==> src/rtl/kmul_issue_ctrl.sv <==
// kmul_issue_ctrl: operand FIFO plus a single-in-flight issue FSM in front of karatsuba64.
// Define KMUL_ISSUE_TIMEOUT_EN to add the WAIT-state watchdog and the sticky timeout_err output.
module kmul_issue_ctrl #(
  parameter int DEPTH          = 4,
  parameter int CNT_W          = 16,
  parameter int TIMEOUT_CYCLES = 64
) (
  input  logic              clk,
  input  logic              rst,
  input  logic              in_valid,
  output logic              in_ready,
  input  logic [63:0]       in_a,
  input  logic [63:0]       in_b,
  output logic              mul_start,
  output logic [63:0]       mul_a,
  output logic [63:0]       mul_b,
  input  logic [127:0]      mul_p,
  input  logic              mul_valid,
  output logic              out_valid,
  input  logic              out_ready,
  output logic [127:0]      out_p,
  output logic [CNT_W-1:0]  done_cnt,
`ifdef KMUL_ISSUE_TIMEOUT_EN
  output logic              timeout_err,
`endif
  output logic              busy
);

  localparam int PTR_W = (DEPTH > 1) ? $clog2(DEPTH) : 1;
  localparam int OCC_W = $clog2(DEPTH + 1);

  typedef enum logic [2:0] {
    IDLE,
    ISSUE,
    GUARD,
    WAIT,
    HOLD
  } state_t;

  state_t           state;
  state_t           state_nxt;

  logic [63:0]      fifo_a [DEPTH];
  logic [63:0]      fifo_b [DEPTH];
  logic [PTR_W-1:0] wr_ptr;
  logic [PTR_W-1:0] rd_ptr;
  logic [OCC_W-1:0] occ;
  logic             full;
  logic             empty;
  logic             push;
  logic             pop;
  logic             capture;
  logic             retire;
  logic             timeout_hit;

  // Pointer wrap relies on DEPTH being a power of two.
  if (DEPTH < 2 || (DEPTH & (DEPTH - 1)) != 0 || TIMEOUT_CYCLES < 1) begin : g_bad_cfg
    $error("kmul_issue_ctrl: DEPTH must be a power of two >= 2 and TIMEOUT_CYCLES >= 1");
  end

  assign full     = (occ == OCC_W'(DEPTH));
  assign empty    = (occ == '0);
  assign in_ready = !full;
  assign push     = in_valid && !full;

  always_ff @(posedge clk or posedge rst) begin
    if (rst) begin
      wr_ptr <= '0;
      rd_ptr <= '0;
      occ    <= '0;
    end else begin
      if (push) begin
        wr_ptr <= wr_ptr + PTR_W'(1);
      end
      if (pop) begin
        rd_ptr <= rd_ptr + PTR_W'(1);
      end
      case ({push, pop})
        2'b10:   occ <= occ + OCC_W'(1);
        2'b01:   occ <= occ - OCC_W'(1);
        default: occ <= occ;
      endcase
    end
  end

  // Storage needs no reset: an entry is only read after its push has advanced occ.
  always_ff @(posedge clk) begin
    if (push) begin
      fifo_a[wr_ptr] <= in_a;
      fifo_b[wr_ptr] <= in_b;
    end
  end

  always_ff @(posedge clk or posedge rst) begin
    if (rst) begin
      state <= IDLE;
    end else begin
      state <= state_nxt;
    end
  end

  always_comb begin
    state_nxt = state;
    case (state)
      IDLE:    if (!empty) state_nxt = ISSUE;
      ISSUE:   state_nxt = GUARD;
      GUARD:   state_nxt = WAIT;
      WAIT: begin
        if (mul_valid) begin
          state_nxt = HOLD;
        end else if (timeout_hit) begin
          state_nxt = IDLE;
        end
      end
      HOLD:    if (out_ready) state_nxt = IDLE;
      default: state_nxt = IDLE;
    endcase
  end

  always_comb begin
    mul_start = (state == ISSUE);
    out_valid = (state == HOLD);
    pop       = (state == IDLE) && !empty;
    capture   = (state == WAIT) && mul_valid;
    retire    = (state == HOLD) && out_ready;
    busy      = (state != IDLE) || !empty;
  end

  // Operands only change on a pop, so they stay put from ISSUE through HOLD.
  always_ff @(posedge clk or posedge rst) begin
    if (rst) begin
      mul_a    <= '0;
      mul_b    <= '0;
      out_p    <= '0;
      done_cnt <= '0;
    end else begin
      if (pop) begin
        mul_a <= fifo_a[rd_ptr];
        mul_b <= fifo_b[rd_ptr];
      end
      if (capture) begin
        out_p <= mul_p;
      end
      if (retire) begin
        done_cnt <= done_cnt + CNT_W'(1);
      end
    end
  end

`ifdef KMUL_ISSUE_TIMEOUT_EN
  localparam int TMR_W = $clog2(TIMEOUT_CYCLES + 1);

  logic [TMR_W-1:0] wait_cnt;

  // A product arriving on the last allowed WAIT cycle still wins over the timeout.
  assign timeout_hit = (state == WAIT) && !mul_valid &&
                       (wait_cnt == TMR_W'(TIMEOUT_CYCLES - 1));

  always_ff @(posedge clk or posedge rst) begin
    if (rst) begin
      wait_cnt    <= '0;
      timeout_err <= 1'b0;
    end else begin
      if (state != WAIT) begin
        wait_cnt <= '0;
      end else if (!mul_valid) begin
        wait_cnt <= wait_cnt + TMR_W'(1);
      end
      if (timeout_hit) begin
        timeout_err <= 1'b1;
      end
    end
  end
`else
  assign timeout_hit = 1'b0;
`endif

endmodule

==> config.mk <==
export PLATFORM = sky130hd
export DESIGN_NAME = kmul_issue_ctrl
export DESIGN_NICKNAME = d
export VERILOG_FILES = /design/src/rtl/kmul_issue_ctrl.sv
export SDC_FILE = /design/constraint.sdc
export NUM_CORES = 1
export LEC_CHECK = 0
export CAP_MARGIN = 20
export CORE_MARGIN = 2
export CORE_UTILIZATION = 41
export DETAILED_ROUTE_END_ITERATION = 10
export GPL_TIMING_DRIVEN = 0
export PLACE_DENSITY = 0.68
export SYNTH_ARGS = -nofsm -noshare
export SYNTH_HDL_FRONTEND = slang
export SYNTH_SLANG_ARGS = --single-unit
==> constraint.sdc <==
create_clock -name clk -period 9.1 [get_ports clk]
set_input_delay 1.365 -clock clk [delete_from_list [all_inputs] [get_ports clk]]
set_output_delay 1.365 -clock clk [all_outputs]
set_load 0.01 [all_outputs]
== Word-level counts from Yosys, hierarchy flattened ==
Memories as Yosys holds them, arrays and structs flattened. A register that Yosys moved wholly into a read port is not among the register bits.
Index checks and enable logic that the tools add are counted.

* Flip-flop bits (word level): 154
* RAM bits: 512
* Bits of input ports: 261
* Output and inout bits: 276
* Memories: 2

* $add $sub $neg: 5
* Equal/unequal tests: 10
* Muxes and demuxes: 7
* Reductions and logical operators: 12

{| class="wikitable"
|+ Memories
! memory !! words !! bits a word !! rd ports !! clocked after memory_dff !! write ports !! RTL line !! RTL
|-
| fifo_a || 4 || 64 || 1 || 1 || 1 || 43 || <nowiki>logic [63:0] fifo_a [DEPTH];</nowiki>
|-
| fifo_b || 4 || 64 || 1 || 1 || 1 || 44 || <nowiki>logic [63:0] fifo_b [DEPTH];</nowiki>
|}

{| class="wikitable"
|+ Operator list
! kind !! count
|-
| 16-bit by 1-bit adder with 16-bit output (second input constant) || 1
|-
| 3-bit case mux with 5 select lines || 1
|-
| 3-bit 2-to-1 mux || 3
|-
| 3-bit by 2-bit equality test with 1-bit output (second input constant) || 2
|-
| 3-bit equality test (second input constant) || 2
|-
| 3-bit logical NOT || 2
|-
| 3-bit case mux with 2 select lines || 1
|-
| 2-bit by 1-bit adder with 2-bit output (second input constant) || 2
|-
| 1-bit logical AND || 4
|-
| 2-bit != test (second input constant) || 2
|-
| 3-bit by 1-bit adder with 3-bit output (second input constant) || 1
|-
| 3-bit by 1-bit equality test with 1-bit output (second input constant) || 1
|-
| 3-bit AND reduction || 1
|-
| 3-bit nonzero test || 1
|-
| 3-bit by 1-bit subtractor with 3-bit output (second input constant) || 1
|-
| 2-bit by 1-bit equality test with 1-bit output (second input constant) || 1
|-
| 2-bit equality test (second input constant) || 1
|-
| 1-bit logical NOT || 2
|-
| 1-bit 2-to-1 mux || 2
|-
| 2-bit by 1-bit != test with 1-bit output (second input constant) || 1
|-
| 2-bit nonzero test || 1
|-
| 1-bit logical OR || 1
|}

== Longest topological paths before layout ==
Gate-level depths: netlist (run 1).

* Depth in word-level cells: 5
* Mapped depth: 12

== Worst setup path after synthesis (run 1) ==
No wires, ideal clock.

* Path type: input to register
* From: input port in_valid
* To: memory fifo_a[0][0], enable pin
* Data arrival time: 4346 ps
* Data required time: 8597 ps
* Slack: 4250 ps
* Cell stages on the path: 1
* Buffers on the path: 0
* Cell sequence: and3_1

* Cells in the longest elaborated chain, start to end: 3

{| class="wikitable"
|+ Ends and longest elaborated chain
! item !! RTL line !! RTL
|-
| start: declaration || 10 || <nowiki>input logic in_valid,</nowiki>
|-
| 1-bit logical AND || 64 || <nowiki>assign push = in_valid && !full;</nowiki>
|-
| 1-bit 2-to-1 mux || 88 || <nowiki>if (push) begin</nowiki>
|-
| 1-bit 2-to-1 mux (implied by the code) || 89 || <nowiki>fifo_a[wr_ptr] <= in_a;</nowiki>
|-
| end: declaration || 43 ||
|}

Every way passes these cells.

== Worst setup path after layout (run 1) ==
* From: register state[1]
* To: output port out_valid

* Cells in the longest elaborated chain, start to end: 1

{| class="wikitable"
|+ Ends and longest elaborated chain
! item !! RTL line !! RTL
|-
| start: declaration || 40 || <nowiki>state_t state;</nowiki>
|-
| start signal: assignment || 98 || <nowiki>state <= state_nxt;</nowiki>
|-
| 3-bit equality test || 122 || <nowiki>out_valid = (state == HOLD);</nowiki>
|-
| end: declaration || 19 || <nowiki>output logic out_valid,</nowiki>
|}

Every way passes these cells.

==> results of run 1 <==
## flip-flops by register name, indices dropped and copies added, names as in the netlist, 3 cells and up
register	flops
done_cnt	16
fifo_a	256
fifo_b	256
mul_a	64
mul_b	64
occ	3
out_p	128
state	3
## kinds of logic (layout without fill, tap and decap cells)
kind of cell               after synthesis  count (layout)  share of synthesized area, %
AOI/OAI and AO/OA                        5               5                        0.1071
xor gates and xnor gates                21              21                        0.6302
adders and majority gates                7               7                        0.3258
buffers and inverters                   69             782                         1.316
DFF                                    794             794                         76.85
muxes                                  387             387                         19.86
other                                    0               8                             0
and+or+nand+nor                         42              42                        0.9045
## Yosys cell counts, types with 2 or more instances
master      n  area [sq um]
and2_1      2         12.51
and3_1      6         37.54
buf_1       3         11.26
buf_2      28         140.1
buf_6      12         135.1
clkbuf_1   17         63.81
dfrtp_1   282          7057
edfxtp_1  512         15370
ha_1        6         75.07
inv_1       9         33.78
mux2_1     22         247.7
mux2_2    236          2658
mux4_2    128          2883
nand2_1     6         22.52
nand2b_1    3         18.77
nand3_1     6         30.03
nand4_1     6         37.54
nor2_1      3         11.26
nor3_1      2         10.01
o21bai_1    2         15.01
or3_1       2         12.51
xnor2_1    14         122.6
xor2_1      7         61.31
## area by class of cell
type | instances | share of cell area (%)
plain buffers | 60 | 0.8991
well taps | 940 | 3.018
clock buffers | 120 | 6.130
multi-input cells | 462 | 16.40
diodes | 8 | 0.05138
flip-flops and latches | 794 | 57.57
inverters | 9 | 0.09633
repair buffers | 557 | 15.05
clock inverters | 36 | 0.7867
## power by group
group / internal, mW / switching (mW) / total [mW]
sequential: 4.99 / 0.424 / 5.42
clock: 1.90 / 1.39 / 3.29
combinational: 2.56 / 2.04 / 4.60
total: 9.45 / 3.85 / 13.3
## metal layers
layer  GRT usage [%]  wire length [microns]  vias to the layer above
met5               0                    102                        -
met3           6.914                   5646                      104
met4           5.467                   1595                       16
met2           33.42                  36770                      443
li1                -                      -                     6561
met1           22.28                  26630                     7839
## worst max-delay path by stage
stage / startpoint / end / cells past startpoint
global placement: in_valid / fifo_b[2][33]$_DFFE_PP_ / 2
detailed placement: rst / mul_b[59]$_DFFE_PP0P_ / 7
floorplan: rst / done_cnt[0]$_DFFE_PP0P_ / 1
finish: state[1]$_DFFE_PP0P_ / out_valid / 5
CTS: state[1]$_DFFE_PP0P_ / out_valid / 5
global route: state[0]$_DFFE_PP0P_ / out_valid / 4
## through the flow
step / utilization (%) / total power, mW / hold WS (ns) / area [sq um]
floorplan: - / 7.877 / 0.4555 / 29190
global placement: 50.85 / 10.11 / 0.4666 / 35730
detailed placement: 51.59 / 10.20 / 0.4737 / 36250
CTS: 55.42 / 13.53 / 0.4869 / 38950
global route: 55.43 / 13.96 / 0.5000 / 38950
finish: 55.45 / 13.30 / 0.4808 / 38970
==> summary.md, run 1 <==
| Metric | Value |
|---|---|
| Min-delay src | done_cnt[15]$_DFFE_PP0P_ |
| Status | finished clean |
| Crit path buffers/inverters | 4 |
| Setup violators final | 0 |
| Clk root buf | clkbuf_16 |
| Hold-fix buffers, CTS | 0 |
| Num CTS Buffers | 84 |
| Total core area | 70,270 sq um |
| Fin nets | 2,236 |
| First-pass GRT wire length | 104.7 mm |
| Async SR Flop Fraction | 35.52% |
| MaxCap Viol Count | 0 |
| Layout area overhead | 33.50% |
| # rows | 97 |
| Most used DFF post-synth | edfxtp_1 |
| Synth warn | 0 |
| Setup TNS | 0 ns |
| Hold Path Sink | done_cnt[15]$_DFFE_PP0P_ |
| Final hold violations | 0 |
| Post-route setup slack | 5.435 ns |
| Placed insts | 2,822 |
| Synthesized area per cell | 22.03 sq um |
| Mapped cell area | 29,190 sq um |
| Crit path max-delay cell type | clkdlybuf4s50_1 |
| R2R Path Start | state[1]$_DFFE_PP0P_ |
| Skew final | 0.01703 ns |
| # resized after CTS | 0 |
| Worst Tran Pin Value | 1.071 ns |
| Synth Register Bits | 794 |
| Synth cell types | 34 |
| DP HPWL | 48.26 mm |
| Post-CTS Setup Inserts | 0 |
| Reg-to-Reg End | occ[2]$_DFFE_PP0P_ |
| Pre-antenna DRT Iters | 4 |
| Post-DR vias/cell | 5.011 |
| Crit-path max FO | 9 |
| Post-synth net total | 1,593 |
| Worst reg2reg setup slack | 6.15 ns |
| DR DRC count | 0 |
| Unrepaired setup endpoints after global routing | no |
| Multi-input gate area | 6392 sq um |
| Leak Pwr | 14.00 nW |
| H-tree depth | 3 |
| GRT Resource Usage Total | 19.19% |
| Seq/Total Area, Yosys | 76.85% |
| Clock-pin slew on the worst setup and hold paths | 0.06 ns |
| Post-Layout Cell Count | 2,986 |
| Critical path endpoint category | output pin |
| Via count | 14,963 |
| DP Worst Slack | 5.441 ns |
| Final Max Tran Viols | 0 |
| Initial DRC count | 741 |
| Worst reg-to-reg path cell count | 12 |
| TritonCTS Sinks | 794 |
| CP dominant cell by count | buf_6 |
| WL final | 70.74 mm |
| Gpl congestion | 0.8181 |
| Crit share post-route | 40.28% |
| CP top delay family | buffers and inverters |
| Critical Path RT | 7.74 ns |
| Post-synth EDFFs | 512 |
| Die Height | 270.8 microns |
| Fin crit period | 3.665 ns |
| Synth Instances | 1,325 |
| Initial Util | 41.54% |
| Cell breakdown of the critical path | buf_6, or3b_1, buf_6, inv_1, clkdlybuf4s50_1 |
| IO Pins | 537 |
| Hold Path Cell Cnt | 1 |
| Post-route ant nets | 0 |
| Filler cells | 5,291 |
| Relative slew slack | 28.58% |
| Die Footprint | 73,340 sq um |
| Die Span X | 270.8 microns |
| CP startpoint kind | register |
| Crit path DAT | 2.30 ns |
| I/O Buffers | 536 |
| GRT overflow | 0 |
| Worst-Skew Late Latency | 0.61 ns |
| Power density over the cells | 341.4 nW/um^2 |
| Class of the worst hold path | register to register |
| Register area | 22,430 sq um |
| FMAX | 272.8 MHz |
| Commonest non-fill, non-tap cells in the layout | clkdlybuf4s50_1 (536), edfxtp_1 (512), dfrtp_1 (282), mux2_2 (236), mux4_2 (128) |
| Clk buf depth | 3 |
| Crit path largest cell delay | 0.63 ns |
| Vias in the first global route | 16,161 |
| Critical path class | register to output pin |
| Wire length per cell | 23.69 microns |
| Largest net degree at the start of global routing | 44 |
| Commonest non-fill, non-tap cell in the layout | clkdlybuf4s50_1 |
| Initial antenna violation count | 15 |
| TritonCTS clock tree | built |
| Max rail drop VDD | 0.1840 mV |
| Layout cells sized above 1 | 27.48% |
(Power assumes the default switching activity.)
==> run 2: changes to the inputs <==
clock period = 3.1 ns   (was 9.1 ns; I/O delays follow)
==> summary.md, run 2 (same netlist as run 1, synthesis figures left out) <==
| Metric | Value |
|---|---|
| Crit path DAT | 3.37 ns (+1.07 ns) |
| Critical path endpoint category | register |
| CP dominant cell by count | buf_6 |
| Initial Util | 41.54% (unchanged) |
| Setup violators final | 0 (unchanged) |
| Final hold violations | 0 (unchanged) |
| Crit share post-route | 91.28% |
| H-tree depth | 3 (unchanged) |
| Multi-input gate area | 6392 sq um (unchanged) |
| Register area | 22,430 sq um (unchanged) |
| Clk root buf | clkbuf_16 |
| Worst-Skew Late Latency | 0.63 ns (+0.02 ns) |
| Filler cells | 5,312 (+0.40%) |
| MaxCap Viol Count | 0 (unchanged) |
| First-pass GRT wire length | 103.2 mm (-1.4%) |
| FMAX | 353.4 MHz |
| IO Pins | 537 (unchanged) |
| Layout area overhead | 33.67% |
| TritonCTS clock tree | built |
| Cell breakdown of the critical path | buf_6, nor3_1, and2_1, clkbuf_1, buf_6, buf_6, ha_1, inv_1, fa_1, xor2_1, nor2_1, xor2_1 |
| Via count | 14,940 (-0.15%) |
| Post-CTS Setup Inserts | 0 (unchanged) |
| Setup TNS | 0 ns (unchanged) |
| Num CTS Buffers | 84 (unchanged) |
| Total core area | 70,270 sq um (unchanged) |
| Layout cells sized above 1 | 27.32% (-0.16 points) |
| CP startpoint kind | register |
| Gpl congestion | 0.8389 (+2.5%) |
| Max rail drop VDD | 0.6673 mV (+260%) |
| Fin crit period | 2.830 ns |
| Skew final | 0.02446 ns (+0.007430 ns) |
| Wire length per cell | 23.19 microns (-2.1%) |
| Die Height | 270.8 microns (unchanged) |
| Critical Path RT | 3.64 ns (-4.10 ns) |
| Crit path buffers/inverters | 5 (+1) |
| Met3 Wirelength | 5.966 mm (+5.7%) |
| DP HPWL | 46.78 mm (-3.1%) |
| GRT Resource Usage Total | 18.87% (-0.33 points) |
| GRT overflow | 0 (unchanged) |
| Critical path class | register to register |
| Post-layout instance area | 39,010 sq um (+0.13%) |
| # rows | 97 (unchanged) |
| Clk buf depth | 3 (unchanged) |
| Clock-pin slew on the worst setup and hold paths | 0.06 ns (about the same) |
| Leak Pwr | 14.02 nW (+0.15%) |
| WL met2 | 35.39 mm (-3.8%) |
| Largest net degree at the start of global routing | 50 (+14%) |
| Unrepaired setup endpoints after global routing | no |
| Final Max Tran Viols | 0 (unchanged) |
| Post-DR vias/cell | 5.015 (about the same) |
| WL final | 69.10 mm (-2.3%) |
| Crit. path cell count | 12 (+7) |
| DR DRC count | 0 (unchanged) |
| Initial antenna violation count | 13 (-2) |
| Relative slew slack | 33.92% (+5.3 points) |
| Crit-path max FO | 10 (+1) |
| Commonest non-fill, non-tap cells in the layout | clkdlybuf4s50_1 (536), edfxtp_1 (512), dfrtp_1 (282), mux2_2 (236), mux4_2 (128) |
| Area after DPL | 36,160 sq um (-0.26%) |
| Crit path max-delay cell type | dfrtp_1 |
| Commonest non-fill, non-tap cell in the layout | clkdlybuf4s50_1 |
| Power density over the cells | 1009 nW/um^2 (+200%) |
| I/O Buffers | 536 (unchanged) |
| Post-Layout Cell Count | 2,979 (-0.23%) |
| Largest regs | fifo_a x256, fifo_b x256, out_p x128 |
| Hold-fix buffers, CTS | 0 (unchanged) |
| Class of the worst hold path | input port to async pin |
| Post-route ant nets | 0 (unchanged) |
| Pre-antenna DRT Iters | 5 (+1) |
| CP top delay family | buffers and inverters |
| DRT met1 WL | 26.11 mm (-2.0%) |
| Max layer used | met5 |
| Initial DRC count | 882 (+19%) |
| Vias in the first global route | 16,164 (+0.019%) |
| Die Span X | 270.8 microns (unchanged) |
| # resized after CTS | 0 (unchanged) |
| Status | finished clean |
| TritonCTS Sinks | 794 (unchanged) |
| Crit path largest cell delay | 0.37 ns (-0.26 ns) |
| Worst Tran Pin Value | 0.9911 ns (-0.08009 ns) |
| Worst reg-to-reg path cell count | 12 (unchanged) |
| Die Footprint | 73,340 sq um (unchanged) |
| Fin nets | 2,232 (-0.18%) |
| Placed insts | 2,818 (-0.14%) |
==> run 2: cell count changes in the layout (fill, tap and decap cells not counted), sizes merged, moves of 3 or more <==
cell	delta
clkbuf	+5
buf	-4
bufinv	+4
clkinv	-4
diode	-4
inv	-3
==> run 2: through the flow <==
stage / hold slack, ns / setup WS (ns) / utilization, % / power (mW)
2_1_floorplan: 0.4555 / -1.100 / - / 23.01
3_3_place_gp: 0.4682 / -3.866 / 50.86 / 29.38
3_5_place_dp: 0.4737 / 0.2483 / 51.45 / 29.77
4_1_cts: 0.3102 / 0.1857 / 55.51 / 40.02
5_1_grt: 0.3457 / 0.05058 / 55.51 / 41.31
6_report: 0.3100 / 0.2704 / 55.52 / 39.36
==> run 2: area by class of cell <==
class / instances / share of cell area [%]
Sequential cell: 794 / 57.49
Clock inverter: 32 / 1.106
Tap cell: 940 / 3.015
Inverter: 9 / 0.09621
Clock buffer: 125 / 6.196
Timing Repair Buffer: 553 / 14.78
Antenna cell: 4 / 0.02566
Buffer: 60 / 0.8980
Multi-Input combinational cell: 462 / 16.38
==> run 2: path summary, 6_finish.rpt <==
kind,start,to,slack (ns)
worst max register to register,state[1]$_DFFE_PP0P_,occ[2]$_DFFE_PP0P_,0.27
worst min-delay path,rst,mul_a[50]$_DFFE_PP0P_,0.31
worst min register to register,mul_a[34]$_DFFE_PP0P_,mul_a[34]$_DFFE_PP0P_,0.48
max in group asynchronous,rst,mul_a[3]$_DFFE_PP0P_,1.30
worst max-delay path,state[1]$_DFFE_PP0P_,occ[2]$_DFFE_PP0P_,0.27
min in group clk,mul_p[23],out_p[23]$_DFFE_PP0P_,0.44
==> run 2: routing by layer <==
metal | up-vias | global-route usage (%)
li1 | 6541 | -
met4 | 18 | 5.205
met1 | 7794 | 21.97
met5 | - | 0
met3 | 110 | 7.189
met2 | 477 | 32.55
==> run 2: where the power goes <==
group / total, mW / switching (mW) / leakage [nW] / internal [mW]
clock: 10.1 / 4.17 / 1.39 / 5.97
sequential: 15.9 / 1.21 / 8.05 / 14.7
combinational: 13.4 / 5.92 / 4.57 / 7.44
total: 39.4 / 11.3 / 14.0 / 28.1
==> run 2: worst register-to-register path, cell delays in order (launching register included) <==
cell      delay [ns]
dfrtp_1         0.37
buf_6           0.13
nor3_1          0.22
and2_1          0.17
clkbuf_1        0.30
buf_6           0.28
buf_6           0.21
ha_1            0.20
inv_1           0.06
fa_1            0.37
xor2_1          0.15
nor2_1          0.11
xor2_1          0.17
==> run 3: changes to the inputs <==
ABC_CLOCK_PERIOD_IN_PS = 3100   (was not set)
==> results of run 3 <==
Final layout, timing and power as in run 2 (identical DEF).
